[config.mk]
export PLATFORM = sky130hd
export DESIGN_NAME = key_step_decoder_flat
export DESIGN_NICKNAME = d
export VERILOG_FILES = /design/src/rtl/key_step_decoder_if.sv /design/src/rtl/key_step_decoder.sv /design/src/flat_wrapper.sv
export SDC_FILE = /design/constraint.sdc
export NUM_CORES = 1
export LEC_CHECK = 0
export ABC_AREA = 1
export CORE_MARGIN = 5
export CORE_UTILIZATION = 45
export DETAILED_ROUTE_END_ITERATION = 10
export SYNTH_ARGS = -nofsm -noshare
export SYNTH_HDL_FRONTEND = slang
export SYNTH_SLANG_ARGS = --single-unit
[constraint.sdc]
create_clock -name clk -period 2.3 [get_ports clk]
set_clock_uncertainty 0.15 [all_clocks]
set_input_delay 0.69 -clock clk [delete_from_list [all_inputs] [get_ports clk]]
set_output_delay 0.69 -clock clk [all_outputs]
set_load 0.03 [all_outputs]
[src/rtl/key_step_decoder_if.sv]
`default_nettype none
// ============================================================================
// Module      : key_step_decoder_if
// Description : PS/2 line inputs and decoded step/error outputs of the
//               key_step_decoder, bundled as one interface. The master side
//               drives the keyboard lines; the slave side is the decoder.
// Revision    : 1.0 - initial release
// ============================================================================
interface key_step_decoder_if;
    logic ps2_clk;
    logic ps2_data;
    logic stepleft;
    logic stepright;
    logic stepjump;
    logic frame_err;

    modport master (
        output ps2_clk,
        output ps2_data,
        input  stepleft,
        input  stepright,
        input  stepjump,
        input  frame_err
    );

    modport slave (
        input  ps2_clk,
        input  ps2_data,
        output stepleft,
        output stepright,
        output stepjump,
        output frame_err
    );
endinterface
`default_nettype wire

[src/rtl/key_step_decoder.sv]
`default_nettype none
// ============================================================================
// Module      : key_step_decoder
// Description : PS/2 keyboard receiver that turns A / D / Space scan codes
//               into held-level step outputs (left / right / jump), with a
//               one-cycle frame_err pulse on malformed or timed-out frames.
//               Optional macro ARROW_KEYS_EN adds E0-prefixed arrow keys
//               (6B left, 74 right, 75 jump) alongside the letter keys.
// Revision    : 1.0 - initial release
// ============================================================================
module key_step_decoder #(
    parameter int TIMEOUT_CYC = 65000,
    parameter int SYNC_STAGES = 2
) (
    input  wire logic         clk,
    input  wire logic         rst,
    key_step_decoder_if.slave bus
);

    localparam int                     c_TIMER_W = $clog2(TIMEOUT_CYC + 1);
    localparam logic [c_TIMER_W-1:0]   c_TIMEOUT = c_TIMER_W'(TIMEOUT_CYC);
    localparam logic [7:0]             c_BRK     = 8'hF0;
    localparam logic [7:0]             c_EXT     = 8'hE0;
    localparam logic [7:0]             c_KEY_A   = 8'h1C;
    localparam logic [7:0]             c_KEY_D   = 8'h23;
    localparam logic [7:0]             c_KEY_SP  = 8'h29;
`ifdef ARROW_KEYS_EN
    localparam logic [7:0]             c_KEY_LT  = 8'h6B;
    localparam logic [7:0]             c_KEY_RT  = 8'h74;
    localparam logic [7:0]             c_KEY_UP  = 8'h75;
`endif

    typedef enum logic [1:0] {
        IDLE   = 2'd0,
        DATA   = 2'd1,
        PARITY = 2'd2,
        STOP   = 2'd3
    } state_t;

    // ------------------------------------------------------------------------
    // Line synchronizers
    // ------------------------------------------------------------------------
    logic [SYNC_STAGES-1:0] r_clk_sync;
    logic [SYNC_STAGES-1:0] r_data_sync;
    logic                   r_clk_prev;
    logic                   w_fall;
    logic                   w_bit;

    // Idle level of the PS/2 lines is 1, so preset high to avoid a fake edge.
    always_ff @(posedge clk or negedge rst) begin
        if (!rst) begin
            r_clk_sync  <= '1;
            r_data_sync <= '1;
            r_clk_prev  <= 1'b1;
        end else begin
            r_clk_sync  <= {r_clk_sync[SYNC_STAGES-2:0], bus.ps2_clk};
            r_data_sync <= {r_data_sync[SYNC_STAGES-2:0], bus.ps2_data};
            r_clk_prev  <= r_clk_sync[SYNC_STAGES-1];
        end
    end

    assign w_fall = r_clk_prev & ~r_clk_sync[SYNC_STAGES-1];
    assign w_bit  = r_data_sync[SYNC_STAGES-1];

    // ------------------------------------------------------------------------
    // Frame receiver
    // ------------------------------------------------------------------------
    state_t                 r_state, w_state_nxt;
    logic [2:0]             r_bit_cnt, w_bit_cnt_nxt;
    logic [7:0]             r_shift, w_shift_nxt;
    logic [c_TIMER_W-1:0]   r_timer, w_timer_nxt;
    logic                   r_byte_valid, w_byte_valid_nxt;
    logic                   r_rx_err, w_rx_err_nxt;

    // Receiver state and datapath registers.
    always_ff @(posedge clk or negedge rst) begin
        if (!rst) begin
            r_state      <= IDLE;
            r_bit_cnt    <= '0;
            r_shift      <= '0;
            r_timer      <= '0;
            r_byte_valid <= 1'b0;
            r_rx_err     <= 1'b0;
        end else begin
            r_state      <= w_state_nxt;
            r_bit_cnt    <= w_bit_cnt_nxt;
            r_shift      <= w_shift_nxt;
            r_timer      <= w_timer_nxt;
            r_byte_valid <= w_byte_valid_nxt;
            r_rx_err     <= w_rx_err_nxt;
        end
    end

    // Next-state logic: one bit per synchronized falling edge, plus the
    // inactivity timeout that abandons a half-received frame.
    always_comb begin
        w_state_nxt      = r_state;
        w_bit_cnt_nxt    = r_bit_cnt;
        w_shift_nxt      = r_shift;
        w_byte_valid_nxt = 1'b0;
        w_rx_err_nxt     = 1'b0;

        if (r_state == IDLE || w_fall) begin
            w_timer_nxt = '0;
        end else if (r_timer != c_TIMEOUT) begin
            w_timer_nxt = r_timer + 1'b1;
        end else begin
            w_timer_nxt = r_timer;
        end

        if (r_state != IDLE && !w_fall && r_timer == c_TIMEOUT) begin
            w_state_nxt  = IDLE;
            w_rx_err_nxt = 1'b1;
            w_timer_nxt  = '0;
        end else if (w_fall) begin
            case (r_state)
                IDLE: begin
                    // A high start bit is line noise, not a frame.
                    if (!w_bit) begin
                        w_state_nxt   = DATA;
                        w_bit_cnt_nxt = '0;
                    end
                end
                DATA: begin
                    w_shift_nxt = {w_bit, r_shift[7:1]};
                    if (r_bit_cnt == 3'd7) begin
                        w_state_nxt = PARITY;
                    end else begin
                        w_bit_cnt_nxt = r_bit_cnt + 1'b1;
                    end
                end
                PARITY: begin
                    // Odd parity: data plus parity bit must hold an odd count.
                    if ((^r_shift) ^ w_bit) begin
                        w_state_nxt = STOP;
                    end else begin
                        w_state_nxt  = IDLE;
                        w_rx_err_nxt = 1'b1;
                    end
                end
                STOP: begin
                    w_state_nxt = IDLE;
                    if (w_bit) begin
                        w_byte_valid_nxt = 1'b1;
                    end else begin
                        w_rx_err_nxt = 1'b1;
                    end
                end
                default: w_state_nxt = IDLE;
            endcase
        end
    end

    // ------------------------------------------------------------------------
    // Scan-code decoder
    // ------------------------------------------------------------------------
    logic r_brk;
    logic r_ext;
    logic r_stepleft;
    logic r_stepright;
    logic r_stepjump;

    // Track F0/E0 prefixes and set/clear the held-key levels; a repeat make
    // code rewrites the same value, so typematic repeats are invisible.
    always_ff @(posedge clk or negedge rst) begin
        if (!rst) begin
            r_brk       <= 1'b0;
            r_ext       <= 1'b0;
            r_stepleft  <= 1'b0;
            r_stepright <= 1'b0;
            r_stepjump  <= 1'b0;
        end else if (r_rx_err) begin
            r_brk <= 1'b0;
            r_ext <= 1'b0;
        end else if (r_byte_valid) begin
            if (r_shift == c_BRK) begin
                r_brk <= 1'b1;
            end else if (r_shift == c_EXT) begin
                r_ext <= 1'b1;
            end else begin
                r_brk <= 1'b0;
                r_ext <= 1'b0;
                if (!r_ext) begin
                    case (r_shift)
                        c_KEY_A:  r_stepleft  <= ~r_brk;
                        c_KEY_D:  r_stepright <= ~r_brk;
                        c_KEY_SP: r_stepjump  <= ~r_brk;
                        default:  ;
                    endcase
                end
`ifdef ARROW_KEYS_EN
                else begin
                    case (r_shift)
                        c_KEY_LT: r_stepleft  <= ~r_brk;
                        c_KEY_RT: r_stepright <= ~r_brk;
                        c_KEY_UP: r_stepjump  <= ~r_brk;
                        default:  ;
                    endcase
                end
`endif
            end
        end
    end

    assign bus.stepleft  = r_stepleft;
    assign bus.stepright = r_stepright;
    assign bus.stepjump  = r_stepjump;
    assign bus.frame_err = r_rx_err;

endmodule
`default_nettype wire

[src/flat_wrapper.sv]
// flat-port wrapper written by rule: the top's interface ports become plain ports
module key_step_decoder_flat 
#(
    parameter int TIMEOUT_CYC = 65000,
    parameter int SYNC_STAGES = 2
)
  (clk, rst, bus_ps2_clk, bus_ps2_data, bus_stepleft, bus_stepright, bus_stepjump, bus_frame_err);
  key_step_decoder_if bus_i ();
  input  wire logic clk;
  input  wire logic rst;
  input wire logic [$bits(bus_i.ps2_clk)-1:0] bus_ps2_clk;
  input wire logic [$bits(bus_i.ps2_data)-1:0] bus_ps2_data;
  output wire logic [$bits(bus_i.stepleft)-1:0] bus_stepleft;
  output wire logic [$bits(bus_i.stepright)-1:0] bus_stepright;
  output wire logic [$bits(bus_i.stepjump)-1:0] bus_stepjump;
  output wire logic [$bits(bus_i.frame_err)-1:0] bus_frame_err;
  assign bus_i.ps2_clk = bus_ps2_clk;
  assign bus_i.ps2_data = bus_ps2_data;
  assign bus_stepleft = bus_i.stepleft;
  assign bus_stepright = bus_i.stepright;
  assign bus_stepjump = bus_i.stepjump;
  assign bus_frame_err = bus_i.frame_err;
  key_step_decoder #(.TIMEOUT_CYC(TIMEOUT_CYC), .SYNC_STAGES(SYNC_STAGES)) u_core (.clk(clk), .rst(rst), .bus(bus_i));
endmodule
==> impl_metrics.py, run 1 <==
metrics = {
    "place": {
        "place_hpwl_um": 2840,
        "io_buffer_count": 7,
        "placed_cells_incl_taps": 339,
        "gp_congestion": 0.795,
    },
    "die": {
        "start_util": 0.469,
        "die_h_um": 80.6,
        "placementRows": 25,
        "num_io_pins": 8,
        "design.core.area_mm2": 0.00479,
        "die-width_um": 80.6,
        "design.die.area_mm2": 0.00650,
    },
    "sta": {
        "setup_violators_final": 0,
        "setup_tns_ns": 0,
        "worst_pin_slew_ns": 0.485,
        "finalHoldViolCount": 0,
        "max_freq_mhz": 444,
        "period_needed_ns": 2.25,
        "share_of_the_clock_period_used_by_the_worst_path_after_layout": 0.979,
        "worst_slew_margin_rel": 0.674,
        "setup_repair_after_global_routing_missed_its_margin": "false",
        "timing_max_transition_violations_final": 0,
    },
    "setup_path": {
        "critPathLaunchType": "flip-flop",
        "critical-path-max-stage-delay_ns": 0.70,
        "worstPathCellList": "clkdlybuf4s50_1",
        "critical_path.top_delay_family": "buffers and inverters",
        "worstPathArrival_ns": 1.41,
        "worst_setup_path_startpoint": "u_core.bus.frame_err",
        "crit_fanout": 6,
        "timing.setup.critical_path_class": "reg -> out",
        "worst_r2r_startpoint": "u_core.r_shift[2]",
        "critical_path_required_ns": 1.46,
        "reg2reg_depth": 8,
        "crit_buf_inv": 1,
        "cp-end-kind": "output pin",
        "critPathSlowestCell": "clkdlybuf4s50_1",
        "cp_num_cells": 1,
    },
    "finish": {
        "final_net_count": 298,
        "final_layout_size_suffix_gt1_frac": 0.132,
        "post_layout_nonfiller_instances": 347,
        "layout.cells.most_common": "nand2_1",
        "fillers": 453,
        "diodes": 0,
        "sequential_cell_area_mm2": 0.00103,
        "multiInputGateArea_mm2": 0.00107,
        "flow.area_growth_from_synthesis_pct": 11.9,
        "mostFrequentLayoutCells": "70 x nand2_1, 36 x dfrtp_1, 33 x inv_1",
    },
    "synthesis": {
        "synth-seq-area-share": 0.460,
        "top_cells_by_area_synth": "dfrtp_1 40%, nand2_1 12%, ha_1 8.4%, dfstp_2 5.8%, inv_1 5.5%",
        "yosysWarningCount": 0,
        "synthArstFlopShare": 1.00,
        "synth_top_cell_by_area": "dfrtp_1",
        "synth_top_flop_cell": "dfrtp_1",
        "yosysTopAreaCellShare": 0.401,
        "synth_cells": 265,
        "synthesis.area_per_instance_um2": 8.48,
        "number_of_synthesized_register_bits": 41,
        "synth_fp_nets": 284,
        "yosys.cell_types.count": 30,
        "synth.cell_area_mm2": 0.00225,
        "count_of_flip_flops_with_a_built_in_enable_after_synthesis": 0,
    },
    "power_and_ir_drop": {
        "p_total_mw": 2.16,
        "leakage_nw": 1.22,
        "cellPowerDensity_mw_per_mm2": 862,
        "max-vdd-ir-drop_uv": 363,
    },
    "job": {
        "cap_violations": 0,
    },
    "status": {
        "outcome": "complete, no violations",
    },
    "routing": {
        "drt-initial-drc-count": 40,
        "firstDrtPassIters": 4,
        "drt_drc_violations_left": 0,
        "wl_um": 3880,
        "viasPerCell": 4.81,
        "ant_nets": 0,
        "routed_length_per_placed_instance_um": 11.2,
        "detailroute.via_count": 1670,
    },
    "global_routing": {
        "grt_first_pass_wirelength_um": 7210,
        "leftover_overflow_at_the_end_of_global_routing": 0,
        "track_usage": 0.143,
        "grt_pass1_vias": 1720,
        "grt_start_max_net_pins": 42,
        "antenna_violations_before_repair": 0,
    },
    "clocking": {
        "root_buffer": "clkbuf_8",
        "cts-root-to-sink-buffers": 2,
        "cts_inserted_buffers": 5,
        "cts-resized-gates": 0,
        "cts_num_sinks": 41,
        "tritoncts": "built",
        "post_cts.repair.setup_buffers": 0,
        "cts.hold.buffers_added": 0,
        "worstSkewPairLatency_ns": 0.29,
        "ctsHtreeMaxLevel": 2,
        "cts.clk_slew.worst_paths_ns": 0.07,
    },
    "worst_hold_path": {
        "min-delay-path-class": "in -> async",
    },
}
[cell families (layout without fill, tap and decap cells)]
family / after synthesis / after routing / synth area share
flops: 41 / 41 / 0.460
fa+ha+maj: 15 / 15 / 0.0836
xor+xnor: 10 / 10 / 0.0390
compound gates: 22 / 22 / 0.0518
simple gates: 139 / 139 / 0.303
buf+inv: 38 / 53 / 0.0635
[synth_stat cells (all sizes together), types with 2 or more instances]
cell type and instances:
a21oi 2, dfrtp 36, dfstp 5, ha 15
inv 37, nand2 71, nand3 18, nand4 4
nor2 31, nor3 9, nor3b 2, nor4 2
o21ai 18, xnor2 2, xor2 8
[through the flow]
step           hold slack [ns]  cell area, µm²  setup WS (ns)   util
5_1_grt                  0.210            2510       0.000337  0.525
2_1_floorplan            0.195            2250          0.714      -
4_1_cts                  0.209            2510         0.0435  0.525
3_3_place_gp             0.196            2410          0.389  0.504
3_5_place_dp             0.197            2410          0.366  0.504
6_report                 0.207            2510         0.0490  0.525
[metal layers]
| layer | up-vias | global-route usage | part of all wire |
|---|---|---|---|
| met2 | 24 | 0.257 | 0.50 |
| met4 | 0 | 0.0608 | 0.017 |
| met3 | 7 | 0.0314 | 0.038 |
| li1 | 872 | - | - |
| met1 | 767 | 0.162 | 0.45 |
| met5 | - | 0 | 0 |
[cell type report]
class,count,share of cell area
Clock buffer,7,0.0383
Clock inverter,1,0.00199
Inverter,37,0.0553
Multi-Input combinational cell,186,0.426
Sequential cell,41,0.411
Tap cell,67,0.0334
Timing Repair Buffer,8,0.0339
[registers in the layout, indices dropped and copies added (netlist names)]
signal                cells
u_core.r_shift            8
u_core.r_ext              1
u_core.r_bit_cnt          3
u_core.r_clk_sync         2
u_core.bus.stepright      1
u_core.r_state            2
u_core.r_data_sync        2
u_core.bus.stepjump       1
u_core.bus.frame_err      1
u_core.r_timer           16
u_core.bus.stepleft       1
u_core.r_clk_prev         1
u_core.r_brk              1
u_core.r_byte_valid       1
[where the power goes]
group	total (mW)	internal, mW	switching (mW)
clock	0.509	0.271	0.238
combinational	0.705	0.261	0.444
sequential	0.950	0.837	0.114
[final timing paths]
check	endpoint	slack, ns
max in group asynchronous	u_core.r_clk_sync[1]	1.53
min	u_core.r_shift[4]	0.21
min in group clk	u_core.r_clk_sync[1]	0.21
max reg2reg	u_core.bus.stepright	0.49
min reg2reg	u_core.r_clk_sync[1]	0.21
max	bus_frame_err	0.05
Note: power is estimated with default switching activity, not from simulation.
==> run 2, diff against run 1 <==
--- a/config.mk
+++ b/config.mk
@@ -9,6 +9,8 @@
 export CORE_MARGIN = 5
 export CORE_UTILIZATION = 45
 export DETAILED_ROUTE_END_ITERATION = 10
+export RECOVER_POWER = 25
+export SKIP_LAST_GASP = 1
 export SYNTH_ARGS = -nofsm -noshare
 export SYNTH_HDL_FRONTEND = slang
 export SYNTH_SLANG_ARGS = --single-unit
==> impl_metrics.py, run 2 (synthesis gave the netlist of run 1 again) <==
metrics = {
    "status": {
        "outcome": "complete, no violations",
    },
    "job": {
        "cap_violations": 0,
    },
    "setup_path": {
        "timing.setup.critical_path_class": "reg -> out",
        "critical_path.top_delay_family": "buffers and inverters",
        "crit_fanout": 6,
        "critPathSlowestCell": "clkdlybuf4s50_1",
        "cp-end-kind": "output pin",
        "critPathLaunchType": "flip-flop",
        "worstPathCellList": "clkdlybuf4s50_1",
        "worstPathArrival_ns": 1.41,
        "critical-path-max-stage-delay_ns": 0.70,
        "reg2reg_setup_slack_ns": 0.48,
        "worst_r2r_startpoint": "u_core.r_shift[2]",
        "reg2reg_depth": 8,
        "timing.rr.end": "u_core.bus.stepright",
        "crit_buf_inv": 1,
        "critical_path_required_ns": 1.46,
    },
    "die": {
        "placementRows": 25,
        "design.core.area_mm2": 0.00479,
        "die_h_um": 80.6,
        "num_io_pins": 8,
        "design.die.area_mm2": 0.00650,
        "start_util": 0.469,
        "die-width_um": 80.6,
    },
    "global_routing": {
        "grt_pass1_vias": 1720,
        "antenna_violations_before_repair": 0,
        "grt_start_max_net_pins": 42,
        "grt_first_pass_wirelength_um": 7210,
        "track_usage": 0.143,
        "leftover_overflow_at_the_end_of_global_routing": 0,
    },
    "sta": {
        "timing_max_transition_violations_final": 0,
        "max_freq_mhz": 444,
        "worst_pin_slew_ns": 1.01,
        "setup_violators_final": 0,
        "worst_slew_margin_rel": 0.328,
        "period_needed_ns": 2.25,
        "share_of_the_clock_period_used_by_the_worst_path_after_layout": 0.979,
        "final.hold.worst_slack_ns": 0.207,
        "finalHoldViolCount": 0,
        "setup_tns_ns": 0,
        "setup_repair_after_global_routing_missed_its_margin": "false",
        "finalWorstSetupSlack_ns": 0.0478,
    },
    "clocking": {
        "cts_num_sinks": 41,
        "worstSkewPairLatency_ns": 0.29,
        "cts.clk_slew.worst_paths_ns": 0.07,
        "ctsHtreeMaxLevel": 2,
        "root_buffer": "clkbuf_8",
        "cts-root-to-sink-buffers": 2,
        "tritoncts": "built",
        "cts_inserted_buffers": 5,
        "post_cts.repair.setup_buffers": 0,
        "cts-resized-gates": 0,
        "cts.hold.buffers_added": 0,
    },
    "routing": {
        "drt_drc_violations_left": 0,
        "detailroute.via_count": 1673,
        "viasPerCell": 4.82,
        "wl_um": 3880,
        "firstDrtPassIters": 4,
        "ant_nets": 0,
        "routed_length_per_placed_instance_um": 11.2,
        "drt-initial-drc-count": 41,
    },
    "power_and_ir_drop": {
        "max-vdd-ir-drop_uv": 363,
        "p_total_mw": 2.16,
        "cellPowerDensity_mw_per_mm2": 866,
        "leakage_nw": 1.22,
    },
    "finish": {
        "max_ffs_per_register": 16,
        "max_flop_register": "u_core.r_timer",
        "final_layout_size_suffix_gt1_frac": 0.132,
        "layout.cells.most_common": "nand2_1",
        "fillers": 455,
        "post-route-cell-area_mm2": 0.00250,
        "finalCoreUtilization": 0.522,
        "diodes": 0,
        "flow.area_growth_from_synthesis_pct": 11.2,
        "mostFrequentLayoutCells": "70 x nand2_1, 36 x dfrtp_1, 33 x inv_1",
        "post_layout_nonfiller_instances": 347,
        "largest_registers": "u_core.r_timer x16, u_core.r_shift x8, u_core.r_bit_cnt x3",
        "final_net_count": 298,
    },
    "place": {
        "placed_cells_incl_taps": 339,
        "gp_congestion": 0.795,
        "placement.setup.worst_slack_ns": 0.366,
        "io_buffer_count": 7,
        "place_hpwl_um": 2840,
        "place_area_mm2": 0.00241,
    },
    "worst_hold_path": {
        "worstHoldPathCells": 0,
        "min-delay-path-class": "reg -> reg",
        "worst_hold_path.endpoint": "u_core.r_clk_sync[1]",
        "timing.hold.worst.start": "u_core.r_clk_sync[0]",
    },
}
run 2: changes by cell type in the layout (fill, tap and decap cells not counted), sizes merged:
cell,before,now
clkbuf,7,8
buf,2,1
run 2: worst reg2reg max path, cell delays in order (launching register included):
cell	delay, ns
dfrtp_1	0.38
inv_1	0.08
ha_1	0.21
nand2_1	0.09
nor2_1	0.07
nor4_1	0.44
nand2_1	0.13
nand2_1	0.08
o21ai_0	0.08
run 2: worst max-delay path by stage:
| stage | from | to | slack, ns | cells past startpoint |
|---|---|---|---|---|
| 6_report | u_core.bus.frame_err | bus_frame_err | 0.05 | 1 |
| 5_1_grt | u_core.bus.frame_err | bus_frame_err | 0.0003 | 1 |
| 4_1_cts | u_core.bus.frame_err | bus_frame_err | 0.04 | 1 |
| 3_5_place_dp | u_core.bus.frame_err | bus_frame_err | 0.37 | 1 |
| 3_3_place_gp | u_core.bus.frame_err | bus_frame_err | 0.39 | 1 |
| 2_1_floorplan | u_core.r_shift[2] | u_core.bus.stepjump | 0.71 | 8 |
run 2: layout make-up:
class | instances | area [µm²] | share of cell area
Tap cell | 67 | 83.8 | 0.0336
Clock buffer | 7 | 96.3 | 0.0386
Clock inverter | 1 | 5.00 | 0.00200
Sequential cell | 41 | 1030 | 0.413
Timing Repair Buffer | 8 | 70.1 | 0.0281
Multi-Input combinational cell | 186 | 1070 | 0.429
Inverter | 37 | 139 | 0.0556
run 2: where the power goes:
part / switching [mW] / total (mW) / internal, mW
sequential: 0.114 / 0.950 / 0.837
clock: 0.238 / 0.509 / 0.271
combinational: 0.444 / 0.702 / 0.258
total: 0.796 / 2.16 / 1.37
run 2: layer usage:
layer	track usage	wire length, µm
met5	0	0
met1	0.162	1740
met3	0.0314	149
met4	0.0608	64
met2	0.257	1930
==> run 3, diff against run 2 <==
--- a/config.mk
+++ b/config.mk
@@ -6,6 +6,7 @@
 export NUM_CORES = 1
 export LEC_CHECK = 0
 export ABC_AREA = 1
+export CORE_ASPECT_RATIO = 1.1
 export CORE_MARGIN = 5
 export CORE_UTILIZATION = 45
 export DETAILED_ROUTE_END_ITERATION = 10
==> constraint.sdc (replaced) <==
create_clock -name clk -period 2.6 [get_ports clk]
set_clock_uncertainty 0.15 [all_clocks]
set_input_delay 0.78 -clock clk [delete_from_list [all_inputs] [get_ports clk]]
set_output_delay 0.78 -clock clk [all_outputs]
set_load 0.03 [all_outputs]
==> impl_metrics.py, run 3 (synthesis gave the netlist of run 1 again) <==
metrics = {
    "routing": {
        "viasPerCell": 4.97,
        "drt_drc_violations_left": 0,
        "firstDrtPassIters": 4,
        "drt-initial-drc-count": 84,
        "detailroute.via_count": 1684,
        "routed_length_per_placed_instance_um": 11.9,
        "ant_nets": 0,
        "wl_um": 4030,
    },
    "sta": {
        "share_of_the_clock_period_used_by_the_worst_path_after_layout": 0.902,
        "setup_repair_after_global_routing_missed_its_margin": "false",
        "finalWorstSetupSlack_ns": 0.254,
        "timing_max_transition_violations_final": 0,
        "finalHoldViolCount": 0,
        "max_freq_mhz": 426,
        "worst_pin_slew_ns": 1.08,
        "setup_violators_final": 0,
        "worst_slew_margin_rel": 0.280,
        "period_needed_ns": 2.35,
        "setup_tns_ns": 0,
    },
    "finish": {
        "final_net_count": 299,
        "diodes": 0,
        "multiInputGateArea_mm2": 0.00107,
        "final_layout_size_suffix_gt1_frac": 0.128,
        "max_ffs_per_register": 16,
        "fillers": 478,
        "layout.cells.most_common": "nand2_1",
        "sequential_cell_area_mm2": 0.00103,
        "largest_registers": "u_core.r_timer x16, u_core.r_shift x8, u_core.r_bit_cnt x3",
        "max_flop_register": "u_core.r_timer",
        "mostFrequentLayoutCells": "70 x nand2_1, 36 x dfrtp_1, 33 x inv_1",
        "flow.area_growth_from_synthesis_pct": 12.5,
        "finalCoreUtilization": 0.512,
    },
    "place": {
        "place_hpwl_um": 2990,
        "placement.setup.worst_slack_ns": 0.575,
        "gp_congestion": 0.828,
        "io_buffer_count": 7,
    },
    "global_routing": {
        "grt_first_pass_wirelength_um": 7200,
        "grt_start_max_net_pins": 20,
        "antenna_violations_before_repair": 0,
        "grt_pass1_vias": 1628,
        "leftover_overflow_at_the_end_of_global_routing": 0,
        "track_usage": 0.135,
    },
    "status": {
        "outcome": "complete, no violations",
    },
    "die": {
        "die_h_um": 84.1,
        "placementRows": 27,
        "die-width_um": 77.4,
        "start_util": 0.455,
        "num_io_pins": 8,
        "design.die.area_mm2": 0.00651,
        "design.core.area_mm2": 0.00493,
    },
    "setup_path": {
        "cp-end-kind": "output pin",
        "critical_path_required_ns": 1.67,
        "crit_buf_inv": 1,
        "crit_fanout": 6,
        "critical-path-max-stage-delay_ns": 0.70,
        "critical_path.top_delay_family": "buffers and inverters",
        "critPathLaunchType": "flip-flop",
        "worstPathCellList": "clkdlybuf4s50_1",
        "critPathSlowestCell": "clkdlybuf4s50_1",
        "worstPathArrival_ns": 1.42,
        "timing.setup.critical_path_class": "reg -> out",
    },
    "power_and_ir_drop": {
        "leakage_nw": 1.23,
        "cellPowerDensity_mw_per_mm2": 821,
        "max-vdd-ir-drop_uv": 412,
    },
    "clocking": {
        "ctsHtreeMaxLevel": 2,
        "cts-root-to-sink-buffers": 2,
        "cts_inserted_buffers": 5,
        "cts-resized-gates": 0,
        "tritoncts": "built",
        "root_buffer": "clkbuf_8",
        "cts_num_sinks": 41,
        "post_cts.repair.setup_buffers": 0,
        "worstSkewPairLatency_ns": 0.30,
        "cts.clk_slew.worst_paths_ns": 0.08,
        "cts.hold.buffers_added": 0,
    },
    "worst_hold_path": {
        "min-delay-path-class": "reg -> reg",
    },
    "job": {
        "cap_violations": 0,
    },
}
-- run 3: area by class of cell --
cell class,instances,share of cell area
clock inverter,3,0.0257
timing repair buffer,9,0.0312
multi-input combinational,186,0.424
inverter,37,0.0550
tap,58,0.0287
sequential,41,0.408
clock buffer,5,0.0272
-- run 3: metrics by stage --
step	hold WS [ns]	instance area [µm²]	cells	total power, mW
global route	0.204	2530	339	2.24
detailed placement	0.197	2390	331	1.49
finish	0.202	2530	339	2.08
global placement	0.196	2390	331	1.47
floorplan	0.195	2250	265	1.33
CTS	0.202	2530	339	2.11
-- run 3: final timing paths --
check / from / end / slack, ns / depth (start not counted)
setup / recovery: u_core.bus.frame_err / bus_frame_err / 0.25 / 1
hold / removal: u_core.r_data_sync[0] / u_core.r_data_sync[1] / 0.20 / 0
setup reg to reg: u_core.r_shift[2] / u_core.bus.stepleft / 0.84 / 8
hold reg to reg: u_core.r_data_sync[0] / u_core.r_data_sync[1] / 0.20 / 0
max in group asynchronous: rst / u_core.r_data_sync[0] / 0.96 / 2
min in group asynchronous: rst / u_core.r_shift[2] / 0.50 / 1
-- run 3: power breakdown --
part           total (mW)  internal, mW  leakage (nW)  switching [mW]
sequential          0.842         0.739         0.545           0.102
clock               0.606         0.381        0.0681           0.224
combinational       0.629         0.229         0.620           0.400
total                2.08          1.35          1.23           0.726
-- run 3: per-layer routing --
| metal | global-route usage | part of all wire |
|---|---|---|
| met5 | 0 | 0 |
| met4 | 0.0422 | 0.015 |
| met3 | 0.0302 | 0.033 |
| met2 | 0.227 | 0.49 |
| met1 | 0.172 | 0.46 |
